**config.mk**
```make
export PLATFORM = sky130hd
export DESIGN_NAME = pixel_draw_engine
export DESIGN_NICKNAME = d
export VERILOG_FILES = /design/src/rtl/pixel_draw_engine.sv
export SDC_FILE = /design/constraint.sdc
export NUM_CORES = 1
export LEC_CHECK = 0
export BUFFER_PORTS_ARGS = -buffer_cell sky130_fd_sc_hd__buf_2
export CORE_MARGIN = 1.5
export CORE_UTILIZATION = 50
export DETAILED_ROUTE_END_ITERATION = 7
export PLACE_DENSITY = 0.7
export SLEW_MARGIN = 5
export SYNTH_ARGS = -nofsm -noshare
export SYNTH_HDL_FRONTEND = slang
export SYNTH_SLANG_ARGS = --single-unit
```
**constraint.sdc**
```tcl
create_clock -name clk -period 2.66 [get_ports clk]
set_input_delay 0.266 -clock clk [delete_from_list [all_inputs] [get_ports clk]]
set_output_delay 0.266 -clock clk [all_outputs]
set_load 0.05 [all_outputs]
```
**src/rtl/pixel_draw_engine.sv**
```systemverilog
// Drawing engine for vga_adapter: scans pixel / filled rect / outline / clear-screen
// in raster order, emitting one registered (x, y, colour, plot) write per clock.
module pixel_draw_engine #(
    parameter int X_RES   = 160,
    parameter int Y_RES   = 120,
    parameter int XW      = 8,
    parameter int YW      = 7,
    parameter int COLOR_W = 3
) (
    input  logic               clk,
    input  logic               reset,
    input  logic               start,
    input  logic [1:0]         mode,
    input  logic [XW-1:0]      x0,
    input  logic [YW-1:0]      y0,
    input  logic [XW-1:0]      x1,
    input  logic [YW-1:0]      y1,
    input  logic [COLOR_W-1:0] color_in,
    output logic [XW-1:0]      x_out,
    output logic [YW-1:0]      y_out,
    output logic [COLOR_W-1:0] color_out,
    output logic               plot,
    output logic               busy,
    output logic               done
);

    typedef enum logic [1:0] {IDLE, LOAD, DRAW, DONE} state_t;

    localparam logic [1:0]    M_PIXEL   = 2'b00;
    localparam logic [1:0]    M_CLEAR   = 2'b10;
    localparam logic [1:0]    M_OUTLINE = 2'b11;
    localparam logic [XW-1:0] XMAX = XW'(X_RES - 1);
    localparam logic [YW-1:0] YMAX = YW'(Y_RES - 1);
    localparam logic [XW-1:0] XONE = XW'(1);
    localparam logic [YW-1:0] YONE = YW'(1);

    state_t               state_q;
    logic                 armed_q;
    logic [1:0]           mode_q;
    logic [COLOR_W-1:0]   col_q, col_d;
    logic [XW-1:0]        xl_q, xh_q, cx_q, xl_d, xh_d, nx_d, xa, xb;
    logic [YW-1:0]        yl_q, yh_q, cy_q, yl_d, yh_d, ny_d, ya, yb;
    logic                 last_d, edge_d;

    // Clamp and order the requested corners; only consumed in LOAD.
    always_comb begin
        xa    = (x0 > XMAX) ? XMAX : x0;
        xb    = (x1 > XMAX) ? XMAX : x1;
        ya    = (y0 > YMAX) ? YMAX : y0;
        yb    = (y1 > YMAX) ? YMAX : y1;
        col_d = color_in;
        xl_d  = (xa < xb) ? xa : xb;
        xh_d  = (xa < xb) ? xb : xa;
        yl_d  = (ya < yb) ? ya : yb;
        yh_d  = (ya < yb) ? yb : ya;
        if (mode == M_PIXEL) begin
            xl_d = xa;
            xh_d = xa;
            yl_d = ya;
            yh_d = ya;
        end else if (mode == M_CLEAR) begin
            xl_d  = '0;
            xh_d  = XMAX;
            yl_d  = '0;
            yh_d  = YMAX;
            col_d = '0;
        end
    end

    // Next scan position and whether it lies on the rectangle border.
    always_comb begin
        last_d = (cx_q == xh_q) && (cy_q == yh_q);
        nx_d   = (cx_q == xh_q) ? xl_q : cx_q + XONE;
        ny_d   = (cx_q == xh_q) ? cy_q + YONE : cy_q;
        edge_d = (nx_d == xl_q) || (nx_d == xh_q) || (ny_d == yl_q) || (ny_d == yh_q);
    end

    always_ff @(posedge clk or negedge reset) begin
        if (!reset) begin
            state_q   <= IDLE;
            armed_q   <= 1'b1;
            mode_q    <= '0;
            col_q     <= '0;
            xl_q      <= '0;
            xh_q      <= '0;
            yl_q      <= '0;
            yh_q      <= '0;
            cx_q      <= '0;
            cy_q      <= '0;
            x_out     <= '0;
            y_out     <= '0;
            color_out <= '0;
            plot      <= 1'b0;
            busy      <= 1'b0;
            done      <= 1'b0;
        end else begin
            case (state_q)
                IDLE: begin
                    plot <= 1'b0;
                    done <= 1'b0;
                    if (!start) begin
                        armed_q <= 1'b1;
                    end else if (armed_q) begin
                        armed_q <= 1'b0;
                        busy    <= 1'b1;
                        state_q <= LOAD;
                    end
                end
                LOAD: begin
                    // First pixel is presented during the first DRAW cycle; it is
                    // always a corner, so it plots in every mode.
                    mode_q    <= mode;
                    col_q     <= col_d;
                    xl_q      <= xl_d;
                    xh_q      <= xh_d;
                    yl_q      <= yl_d;
                    yh_q      <= yh_d;
                    cx_q      <= xl_d;
                    cy_q      <= yl_d;
                    x_out     <= xl_d;
                    y_out     <= yl_d;
                    color_out <= col_d;
                    plot      <= 1'b1;
                    state_q   <= DRAW;
                end
                DRAW: begin
                    if (last_d) begin
                        plot    <= 1'b0;
                        done    <= 1'b1;
                        state_q <= DONE;
                    end else begin
                        cx_q      <= nx_d;
                        cy_q      <= ny_d;
                        x_out     <= nx_d;
                        y_out     <= ny_d;
                        color_out <= col_q;
                        plot      <= (mode_q != M_OUTLINE) || edge_d;
                    end
                end
                default: begin
                    done    <= 1'b0;
                    busy    <= 1'b0;
                    plot    <= 1'b0;
                    if (!start) armed_q <= 1'b1;
                    state_q <= IDLE;
                end
            endcase
        end
    end

endmodule

```
==> Yosys cells after proc, flatten, opt, wreduce, memory -nomap -nowiden <==
Index checks and enable logic that the tools add are counted.
{ "op_classes": {"mux": 40, "n_eq_ne": 15, "n_bitwise": 2, "add_sub_neg": 2, "magnitude_cmp": 6, "reduce_logical": 14} }
{ "ops": {"columns": ["op", "count"], "rows": [
  ["$mux 8", 10],
  ["$mux 7", 10],
  ["$eq 8x8->1", 3],
  ["$eq 7x7->1", 3],
  ["$gt 8x8->1 const B", 2],
  ["$pmux 8 s2", 1],
  ["$gt 7x7->1 const B", 2],
  ["$pmux 7 s2", 1],
  ["$ne 2x2->1 const B", 5],
  ["$mux 3", 3],
  ["$add 8x1->8 const B", 1],
  ["$lt 8x8->1", 1],
  ["$pmux 1 s2", 4],
  ["$add 7x1->7 const B", 1],
  ["$lt 7x7->1", 1],
  ["$mux 1", 6],
  ["$mux 2", 3],
  ["$pmux 2 s3", 1],
  ["$pmux 3 s2", 1],
  ["$reduce_and 2->1", 3],
  ["$reduce_and 3->1", 2],
  ["$eq 2x2->1 const B", 2],
  ["$logic_not 2->1", 2],
  ["$logic_or 1x1->1", 4],
  ["other kinds (6)", 7]
]} }
{ "word_totals": {"elab_cells": 93, "reg_bits": 59, "input_bits": 38, "output_inout_bits": 21} }

==> Depth between registers and ports, before layout <==
Gate-level depths: netlist of the first run.
{ "depth": {"ltp_word": 9, "mapped_depth": 13, "depth_no_buf": 12} }

==> Worst setup path before layout of the first run <==
Ideal clock, no wire load.
{ "synth_timing": {"kind": "reg-to-reg", "from": "register cx_q[0]", "to": "register plot", "path_slack_ns": 0.013, "path_stages_with_launch": 11, "setup_time_ns": 0.088, "n_path_buf": 2, "arrival_ns": 2.559, "path_cell_list": "dfrtp_1 buf_2 xnor2_1 nand4_1 or2_1 buf_4 nor3_1 xor2_1 nor4_1 nand4_1 a41oi_1"} }
{ "synth_between": {"elab_chain_cells": 9, "word_cells_on_any_way": 15} }
{ "synth_lines": {"columns": ["element", "line_no", "text"], "rows": [
  ["from (decl)", "41", "logic [XW-1:0] xl_q, xh_q, cx_q, xl_d, xh_d, nx_d, xa, xb;"],
  ["from (signal assigned)", "118", "cx_q <= xl_d;"],
  ["from (signal assigned)", "132", "cx_q <= nx_d;"],
  ["$add 8x1->8 / $eq 8x8->1 (equally long branches)", "73, 72, 74", null],
  ["$mux 8", "73", "nx_d = (cx_q == xh_q) ? xl_q : cx_q + XONE;"],
  ["$eq 8x8->1", "75", "edge_d = (nx_d == xl_q) || (nx_d == xh_q) || (ny_d == yl_q) || (ny_d == yh_q);"],
  ["$logic_or 1x1->1 (3 in series)", "75", null],
  ["$logic_or 1x1->1", "137", "plot <= (mode_q != M_OUTLINE) || edge_d;"],
  ["$mux 1 (*)", "127", "if (last_d) begin"],
  ["$pmux 1 s2 (*)", "97", "case (state_q)"],
  ["to (signal assigned)", "137", null],
  ["to (decl)", "22", "output logic plot,"]
]} }
Mark *: on every way between the ends. The rest lies on a longest branch, timed or not.
A chain may end at the register's enable or synchronous reset.

==> Final worst setup path of the first run <==
{ "layout_timing": {"from": "register xh_q[6]", "to": "register plot"} }
{ "layout_between": {"elab_chain_cells": 9, "word_cells_on_any_way": 14} }
{ "layout_lines": {"columns": ["element", "line_no", "text"], "rows": [
  ["from (decl)", "41", null],
  ["from (signal assigned)", "115", "xh_q <= xh_d;"],
  ["$eq 8x8->1", "72, 73, 74", null],
  ["$mux 8", "73", null],
  ["$eq 8x8->1", "75", null],
  ["$logic_or 1x1->1 (3 in series)", "75", null],
  ["$logic_or 1x1->1", "137", null],
  ["$mux 1 (*)", "127", null],
  ["$pmux 1 s2 (*)", "97", null]
]} }
Marked as above.

==> results of run 1 <==
sequential cells by signal (all words and copies together) (netlist names), 3 cells and up:
signal and cells:
xl_q 8, cx_q 8, xh_q 8, color_out 3, cy_q 7, yh_q 7
yl_q 7, col_q 3
synth_stat cells, drive strengths merged (5+ instances only):
library cell,instances
mux2i,26
nor3,8
buf,10
mux2,12
o21ai,42
nand3,19
a22oi,7
nand2,40
a211oi,5
nor2,62
inv,27
o221ai,12
a21oi,45
nand4,9
clkbuf,21
xor2,23
a21o,9
ha,18
dfrtp,58
xnor2,36
o22ai,6
metrics by stage:
stage	setup WS, ns	hold WS [ns]	area (um^2)	utilization (%)	TNS [ns]
after global routing	0.01783	0.1144	5446	61.85	0
after CTS	0.2306	0.07679	5446	61.85	0
after floorplan	0.01267	-0.02959	4576	-	0
after detailed placement	-0.04731	0.3240	5243	59.53	-0.1444
after global placement	0.06082	0.3279	5243	59.53	0
final	0.1903	0.08083	5446	61.85	0
power breakdown:
part | switching [W] | internal [W]
sequential | 0.000432 | 0.00136
combinational | 0.00233 | 0.00161
clock | 0.000365 | 0.000453
total | 0.00313 | 0.00342
layer usage:
layer	part of all wire [%]	wire length [um]	up-vias	GRT usage (%)
met5	0	0	-	0
met4	2.1	262	0	9.121
met3	4.9	600	18	4.965
met2	46	5676	127	43.00
met1	47	5828	2102	36.63
li1	-	-	2120	-
cells in the final DEF (no fill, tap or decap), types with 4 or more instances in the layout:
master	instances
nor2_1	62
dfrtp_1	58
buf_2	58
a21oi_1	45
buf_4	45
nand2_1	40
o21ai_0	38
xnor2_1	36
inv_1	27
mux2i_1	26
xor2_1	23
nand3_1	19
ha_1	17
mux2_2	12
o221ai_1	12
clkbuf_8	10
nand4_1	9
nor3_1	8
a21o_1	8
a22oi_1	7
o22ai_1	6
a211oi_1	5
nand2b_1	4
nor4_1	4
a32oi_1	4
a31oi_1	4
timing repair:
item,4_1_cts,5_1_grt
hold buffers,1,0
endpoints found under the hold margin,26,0
setup endpoints to repair,0,0
resized for setup,0,0
cell families (layout without fill, tap and decap cells):
group,Yosys count,after routing
flip-flops,59,59
buffers and inverters,58,150
XOR/XNOR,59,59
AO/OA/AOI/OAI,151,151
AND/OR/NAND/NOR,161,161
multiplexers,38,38
adder cells (fa/ha/maj),18,18
critical path, delay by kind of cell, from the launching register on:
kind / cells / cell delay (ns)
buf+inv: 1 / 0.16
flops: 1 / 0.43
compound gates: 1 / 0.20
xor+xnor: 2 / 0.31
simple gates: 5 / 1.28
final cells by class:
class                   count  area (um^2)  share of cell area (%)
clock inverters             5        52.55                  0.9649
clock buffers              11        141.4                   2.596
well taps                 108        135.1                   2.481
multi-input cells         427         2840                   52.15
inverters                  27        101.3                   1.861
repair buffers            107        698.2                   12.82
flip-flops and latches     59         1478                   27.13
worst paths after layout:
| kind | slack (ns) | cells after the start | startpoint | to |
|---|---|---|---|---|
| max | 0.19 | 9 | xh_q[6] | plot |
| min | 0.08 | 2 | start | armed_q |
| max reg2reg | 0.19 | 9 | xh_q[6] | plot |
| min reg2reg | 0.50 | 2 | done | done |
| max in group asynchronous | 1.53 | 3 | reset | armed_q |
| min in group asynchronous | 0.47 | 2 | reset | col_q[0] |
==> impl_metrics.tcl, run 1 <==
set metrics [dict create \
    die_height_um 98.66 \
    routability_driven_placement_congestion_ratio 0.9138 \
    clk-insertion-delay-late_ns 0.36 \
    wl_per_cell_um 16.62 \
    route.detailed.vias_per_inst 5.870 \
    h_tree_depth 3 \
    core_um2 8806 \
    synth.top_cells.by_area "dfrtp_1 (32%), xnor2_1 (6.9%), mux2i_1 (5.7%)" \
    crit_arrival_ns 2.74 \
    detailed_place_hpwl_mm 9.502 \
    first_pass_iters 7 \
    n_fill_cell 781 \
    postRouteAntennaNets 0 \
    io_buffer_count 58 \
    starting_density_pct 51.96 \
    dr.first_iter.drc_count 236 \
    cts_tree "yes" \
    critical_path_cell_sequence "xnor2_1 > nand4_1 > or2_1 > buf_12 > nor3_1 > xor2_1 > nor4_1 > nand4_1 > a41oi_1" \
    num_antenna_cells 0 \
    crit_path_max_fanout 11 \
    synth.area.mux_share_pct 8.641 \
    placed_cells_incl_taps 727 \
    synthAdderAreaFrac_pct 4.922 \
    via_count 4367 \
    first_global_vias 4266 \
    worst_path_largest_cell_delay_ns 0.43 \
    dieWidth_um 98.66 \
    required_ns 2.93 \
    netlist_instances 544 \
    fmax_ghz 0.4049 \
    buffer_count_from_post_cts_setup_fixing 0 \
    synth-edff-count 0 \
    nNetsFinal 687 \
    finClkSkew_ns 0.007316 \
    synth_area_per_cell_um2 8.411 \
    grt_setup_unrepaired "false" \
    timing.critical_path.mode_cell "nand4_1" \
    drcViolationCount 3 \
    yosys_most_used_dff "dfrtp_1" \
    drive_gt1_share_pct 22.48 \
    synth-compound-area-share_pct 21.11 \
    pin_count_of_the_biggest_net_entering_global_routing 45 \
    worst_ir_drop_vdd_uv 466.5 \
    cp-start-kind "flop" \
    final_max_slew_viol_count 0 \
    cts.reportedPaths.clkPinSlew_ns 0.07 \
    status "finished, violations left" \
    synth_seq_area_share_pct 32.29 \
    cts-root-buf "clkbuf_8" \
    layout.cells.non_filler 744 \
    cts_sinks 59 \
    pin_count 59 \
    layout_min_cycle_time_ns 2.470 \
    yosysTopAreaCellShare_pct 31.72 \
    timing.critical_path.to_type "flop" \
    total_leakage_power_nw 2.567 \
    yosys_warnings 0 \
    period_share_pct 92.85 \
    rows 34 \
    clock_path_buffers 2 \
    grt_first_pass_wirelength_mm 20.74 \
    syn_area_um2 4576 \
    setup_viol 0 \
    synth.net_count 600 \
    crit_path_max_delay_cell_type "dfrtp_1" \
    synth_simple_gate_area_share_pct 16.05 \
    dominant_combinational_cell_family_by_area_after_synthesis "compound AO/OA/AOI/OAI gates" \
    dieArea_um2 9734 \
    ys_seq_elements 59 \
    yosys.area.top_type "dfrtp_1" \
    worst_slew_pin_slew_ns 0.6398 \
    cts-buffers-inserted 9 \
    total_global_routing_overflow 0 \
    worst_hold_path_type "input port to flop" \
    synth-async-reset-ratio_pct 100.0 \
    area_delta_synth_final_pct 19.03 \
    synth_xor_xnor_area_share_pct 11.29 \
    routed_wirelength_mm 12.37 \
    final-hold-violation-count 0 \
    timing.setup.critical_path_class "flop to flop" \
    failing_checks "design-rule violations" \
    drv_cap 0 \
    grtUsageTotal_pct 26.80 \
    total_power_w 0.006548 \
    power-per-cell-area_nw_per_um2 1202 \
    slew_headroom_pct 57.35 \
    grt_antenna_before_repair 0 \
    post_synth_num_cell_types 57 \
]
No activity file was read; power rests on OpenSTA's default activity.
==> run 2: changes to the inputs <==
==> constraint.sdc (replaced) <==
create_clock -name clk -period 2.66 [get_ports clk]
set_input_delay 0.798 -clock clk [delete_from_list [all_inputs] [get_ports clk]]
set_output_delay 0.798 -clock clk [all_outputs]
set_load 0.05 [all_outputs]
==> impl_metrics.tcl, run 2 (synthesized netlist as in run 1, its figures left out) <==
set metrics [dict create \
    dieArea_um2 9734 \
    status "finished, violations left" \
    final-hold-violation-count 0 \
    total_leakage_power_nw 2.831 \
    routed_wirelength_mm 13.55 \
    finalWorstSetupSlack_ns -0.08919 \
    drive_gt1_share_pct 32.74 \
    cp-start-kind "input port" \
    dr.first_iter.drc_count 283 \
    grt_setup_unrepaired "true" \
    reg2regPathDepth 8 \
    failing_checks "design-rule violations, negative setup slack" \
    power-per-cell-area_nw_per_um2 1136 \
    timing.critical_path.to_type "flop" \
    wl_per_cell_um 17.24 \
    grtUsageTotal_pct 27.98 \
    h_tree_depth 3 \
    critical_path.startpoint "x0[6]" \
    cts_sinks 59 \
    pre_cts_slack_ns -0.4927 \
    area_delta_synth_final_pct 33.09 \
    timing.setup.critical_path_class "input port to flop" \
    drv_cap 0 \
    pin_count_of_the_biggest_net_entering_global_routing 63 \
    clk-insertion-delay-late_ns 0.34 \
    first_global_vias 4482 \
    cts-buffers-inserted 9 \
    first_pass_iters 7 \
    worst_ir_drop_vdd_uv 437.3 \
    drcViolationCount 4 \
    layout_min_cycle_time_ns 2.749 \
    setup_viol 9 \
    core_um2 8806 \
    worst_r2r_endpoint "cx_q[7]" \
    pin_count 59 \
    period_share_pct 103.4 \
    starting_density_pct 51.96 \
    final_max_slew_viol_count 0 \
    postRouteAntennaNets 0 \
    n_fill_cell 715 \
    regToRegStartpoint "cy_q[5]" \
    num_antenna_cells 0 \
    crit_arrival_ns 2.97 \
    utilization_pct 69.15 \
    fmax_ghz 0.3637 \
    routability_driven_placement_congestion_ratio 0.9327 \
    regToRegSetupSlack_ns 0.09 \
    finClkSkew_ns 0.007296 \
    reg.largest.list "cx_q (8), xh_q (8), xl_q (8)" \
    cts-root-buf "clkbuf_8" \
    rows 34 \
    nNetsFinal 729 \
    crit_path_max_fanout 4 \
    cts.reportedPaths.clkPinSlew_ns 0.07 \
    route.detailed.vias_per_inst 5.930 \
    dieWidth_um 98.66 \
    cts_tree "yes" \
    finalSetupTns_ns -0.2719 \
    worst_slew_pin_slew_ns 0.5626 \
    detailed_place_hpwl_mm 9.766 \
    worst_hold_path_type "input port to async pin" \
    die_height_um 98.66 \
    total_global_routing_overflow 0 \
    via_count 4661 \
    clock_path_buffers 2 \
    slew_headroom_pct 62.49 \
    mostFrequentLayoutCell "buf_4" \
    io_buffer_count 58 \
    grt_antenna_before_repair 0 \
    grt_first_pass_wirelength_mm 21.89 \
    required_ns 2.88 \
    layout_common_cells "buf_4 (83), nor2_1 (60), dfrtp_1 (58), buf_2 (55), a21oi_1 (39)" \
]
## run 2: timing repair
item                       4_1_cts  5_1_grt
pin swaps                        3       28
setup endpoints to repair       22       40
gates cloned                     1        2
hold buffers                     0        0
setup buffers                    4        4
gates resized for setup          9       38
## run 2: final cells by class
cell class,count,area [um^2],share of cell area (%)
clock inverter,5,77.57,1.274
inverter,27,101.3,1.664
timing repair buffer,147,1051,17.26
sequential,59,1478,24.27
multi-input combinational,429,3115,51.16
clock buffer,11,131.4,2.157
tap,108,135.1,2.219
## run 2: how the worst max path moves through the flow
stage	end	slack, ns
final	cx_q[7]	-0.09
after global routing	cx_q[7]	-0.19
after CTS	cx_q[7]	-0.04
after detailed placement	xl_q[3]	-0.49
after global placement	xl_q[5]	-0.37
after floorplan	cx_q[7]	-0.21
## run 2: per-stage QoR
stage | power, W | instances | instance area (um^2) | hold WS (ns)
5_1_grt | 0.007390 | 786 | 6090 | 0.4770
3_3_place_gp | 0.005690 | 761 | 5569 | 0.4839
2_1_floorplan | 0.004650 | 544 | 4638 | 0.4743
3_5_place_dp | 0.005819 | 761 | 5569 | 0.4916
4_1_cts | 0.006772 | 781 | 5876 | 0.4574
6_report | 0.006921 | 786 | 6090 | 0.4366
## run 2: layer usage
| metal | track usage (%) | part of all wire (%) | vias up |
|---|---|---|---|
| met1 | 38.87 | 45 | 2243 |
| met2 | 45.03 | 47 | 178 |
| met5 | 0 | 0 | - |
| met4 | 11.21 | 2.4 | 0 |
| li1 | - | - | 2213 |
| met3 | 2.908 | 5.6 | 27 |
## run 2: where the power goes
part	leakage [nW]	switching [W]	internal (W)
combinational	2.03	0.00249	0.00176
clock	0.103	0.000369	0.000525
sequential	0.702	0.000421	0.00136
## run 2: critical path, stage by stage
cell and delay [ns]:
buf_6 0.09, o21a_4 0.23, nor2_4 0.09, inv_2 0.06
ha_4 0.15, a21o_1 0.15, a21o_1 0.16, a21oi_2 0.18
nand2_2 0.08, o21ai_4 0.19, buf_6 0.14, mux2_4 0.30
a22oi_2 0.22, o221ai_2 0.13
==> run 3: changes to the inputs <==
CORE_ASPECT_RATIO = 1.1   (was not set)
==> impl_metrics.tcl, run 3 (synthesized netlist as in run 1, its figures left out) <==
set metrics [dict create \
    status "finished, violations left" \
    failing_checks "negative setup slack" \
    grt_setup_unrepaired "true" \
    layout.cells.non_filler 791 \
    drcViolationCount 0 \
    cell_internal_pwr_w 0.003585 \
    switching_share_of_total_power_pct 46.94 \
    routability_driven_placement_congestion_ratio 0.9878 \
    starting_density_pct 51.57 \
    clock_path_buffers 2 \
    utilization_pct 66.95 \
    cts-root-buf "clkbuf_8" \
    area_delta_synth_final_pct 29.83 \
    cp-start-kind "input port" \
    num_antenna_cells 0 \
    critical_path.startpoint "x0[5]" \
    timing.critical_path.mode_cell "a21o_1" \
    dr.first_iter.drc_count 336 \
    reg2regPathDepth 9 \
    required_ns 2.88 \
    cts.reportedPaths.clkPinSlew_ns 0.07 \
    crit_arrival_ns 2.90 \
    nNetsFinal 728 \
    reg.largest.list "cx_q (8), xh_q (8), xl_q (8)" \
    route.detailed.vias_per_inst 5.750 \
    wl_per_cell_um 16.21 \
    rows 36 \
    pin_count_of_the_biggest_net_entering_global_routing 60 \
    worstSetupPathDepth 13 \
    final_max_slew_viol_count 0 \
    critical-path-top-delay-family "compound AO/OA/AOI/OAI gates" \
    period_share_pct 100.8 \
    worst_slew_pin_slew_ns 0.7866 \
    h_tree_depth 3 \
    final-hold-violation-count 0 \
    regToRegStartpoint "xh_q[1]" \
    worst_ir_drop_vdd_uv 419.8 \
    pre_cts_slack_ns -0.4688 \
    setup_viol 4 \
    clk-insertion-delay-late_ns 0.35 \
    finalSetupTns_ns -0.04477 \
    first_global_vias 4376 \
    first_pass_iters 5 \
    dieWidth_um 94.21 \
    fmax_ghz 0.3730 \
    clockPowerShare_pct 13.0 \
    cts-buffers-inserted 9 \
    core_um2 8874 \
    mostFrequentLayoutCell "buf_4" \
    pin_count 59 \
    cts_tree "yes" \
    crit_path_max_fanout 6 \
    cts_sinks 59 \
    total_global_routing_overflow 0 \
    layout_min_cycle_time_ns 2.681 \
    critical_path_cell_sequence "buf_8 > o21a_4 > nor2_4 > inv_2 > ha_2 > a21o_1 > a21o_1 > a21oi_2 > nand2_2 > o21ai_4 > mux2_4 > a22oi_2 > o221ai_1" \
    finalWorstSetupSlack_ns -0.02087 \
    critPathBufInv 2 \
    grt_first_pass_wirelength_mm 21.11 \
    drive_gt1_share_pct 30.28 \
    detailed_place_hpwl_mm 9.766 \
    grtUsageTotal_pct 27.68 \
    layout_common_cells "buf_4 (85), nor2_1 (59), dfrtp_1 (58), buf_2 (56), a21oi_1 (41)" \
    fin_hold_ws_ns 0.4268 \
    placed_cells_incl_taps 768 \
    slew_headroom_pct 47.56 \
    total_leakage_power_nw 2.807 \
    worst_hold_path_type "input port to async pin" \
    power-per-cell-area_nw_per_um2 1138 \
    dieArea_um2 9735 \
    drv_cap 0 \
    seq_power_share_pct 26.3 \
    worst_path_largest_cell_delay_ns 0.33 \
    die_height_um 103.3 \
    comb_power_share_pct 60.7 \
    timing.critical_path.to_type "flop" \
    grt_antenna_before_repair 0 \
    finClkSkew_ns 0.01080 \
    timing.setup.critical_path_class "input port to flop" \
    via_count 4548 \
    routed_wirelength_mm 12.82 \
    io_buffer_count 58 \
    crit_path_max_delay_cell_type "mux2_4" \
    postRouteAntennaNets 0 \
    switching_power_w 0.003172 \
]
run 3: area by class of cell:
cell class | instances | area (um^2)
Sequential cell | 59 | 1478
Timing Repair Buffer | 147 | 1011
Fill cell | 728 | 2933
Inverter | 27 | 101.3
Multi-Input combinational cell | 428 | 2999
Clock buffer | 11 | 131.4
Tap cell | 114 | 142.6
Clock inverter | 5 | 77.57
run 3: through the flow:
| step | area (um^2) | power [W] |
|---|---|---|
| 6_report | 5941 | 0.006758 |
| 5_1_grt | 5941 | 0.007265 |
| 4_1_cts | 5778 | 0.006691 |
| 3_5_place_dp | 5559 | 0.005789 |
| 3_3_place_gp | 5559 | 0.005655 |
| 2_1_floorplan | 4638 | 0.004650 |
run 3: power groups by stage:
stage	clock, W	combinational, W	sequential [W]
after floorplan	0	0.00243	0.00222
after global placement	0	0.00391	0.00175
after detailed placement	0	0.00401	0.00178
after CTS	0.000890	0.00404	0.00176
after global routing	0.000940	0.00450	0.00182
final	0.000882	0.00410	0.00177
run 3: routing by layer:
metal / vias up / GRT usage, % / part of all wire [%]
met2: 157 / 46.38 / 49
met5: - / 0 / 0
met1: 2159 / 36.48 / 44
li1: 2212 / - / -
met3: 20 / 3.947 / 5.4
met4: 0 / 10.22 / 1.9
run 3: final timing paths:
check / endpoint / slack (ns)
hold / removal: color_out[1] / 0.43
hold reg to reg: done / 0.50
max in group asynchronous: armed_q / 1.92
setup reg to reg: plot / 0.18
setup / recovery: cx_q[7] / -0.02
min in group clk: done / 0.50
run 3: repair_timing:
| item | in CTS | in global routing |
|---|---|---|
| hold buffers | 0 | 0 |
| pin swaps | 3 | 6 |
| endpoints found under the setup margin | 19 | 39 |
| gates resized for setup | 2 | 24 |
| buffers inserted | 0 | 6 |
| cloned | 0 | 1 |
| endpoints found under the hold margin | 0 | 0 |
run 3: worst register-to-register path: stages, from the launching register on:
cell and delay (ns):
dfrtp_1 0.43, xnor2_1 0.21, nand4_1 0.19, or2_1 0.32
buf_12 0.17, nor3_1 0.29, xor2_1 0.12, nor4_1 0.31
nand4_1 0.15, a41oi_1 0.21
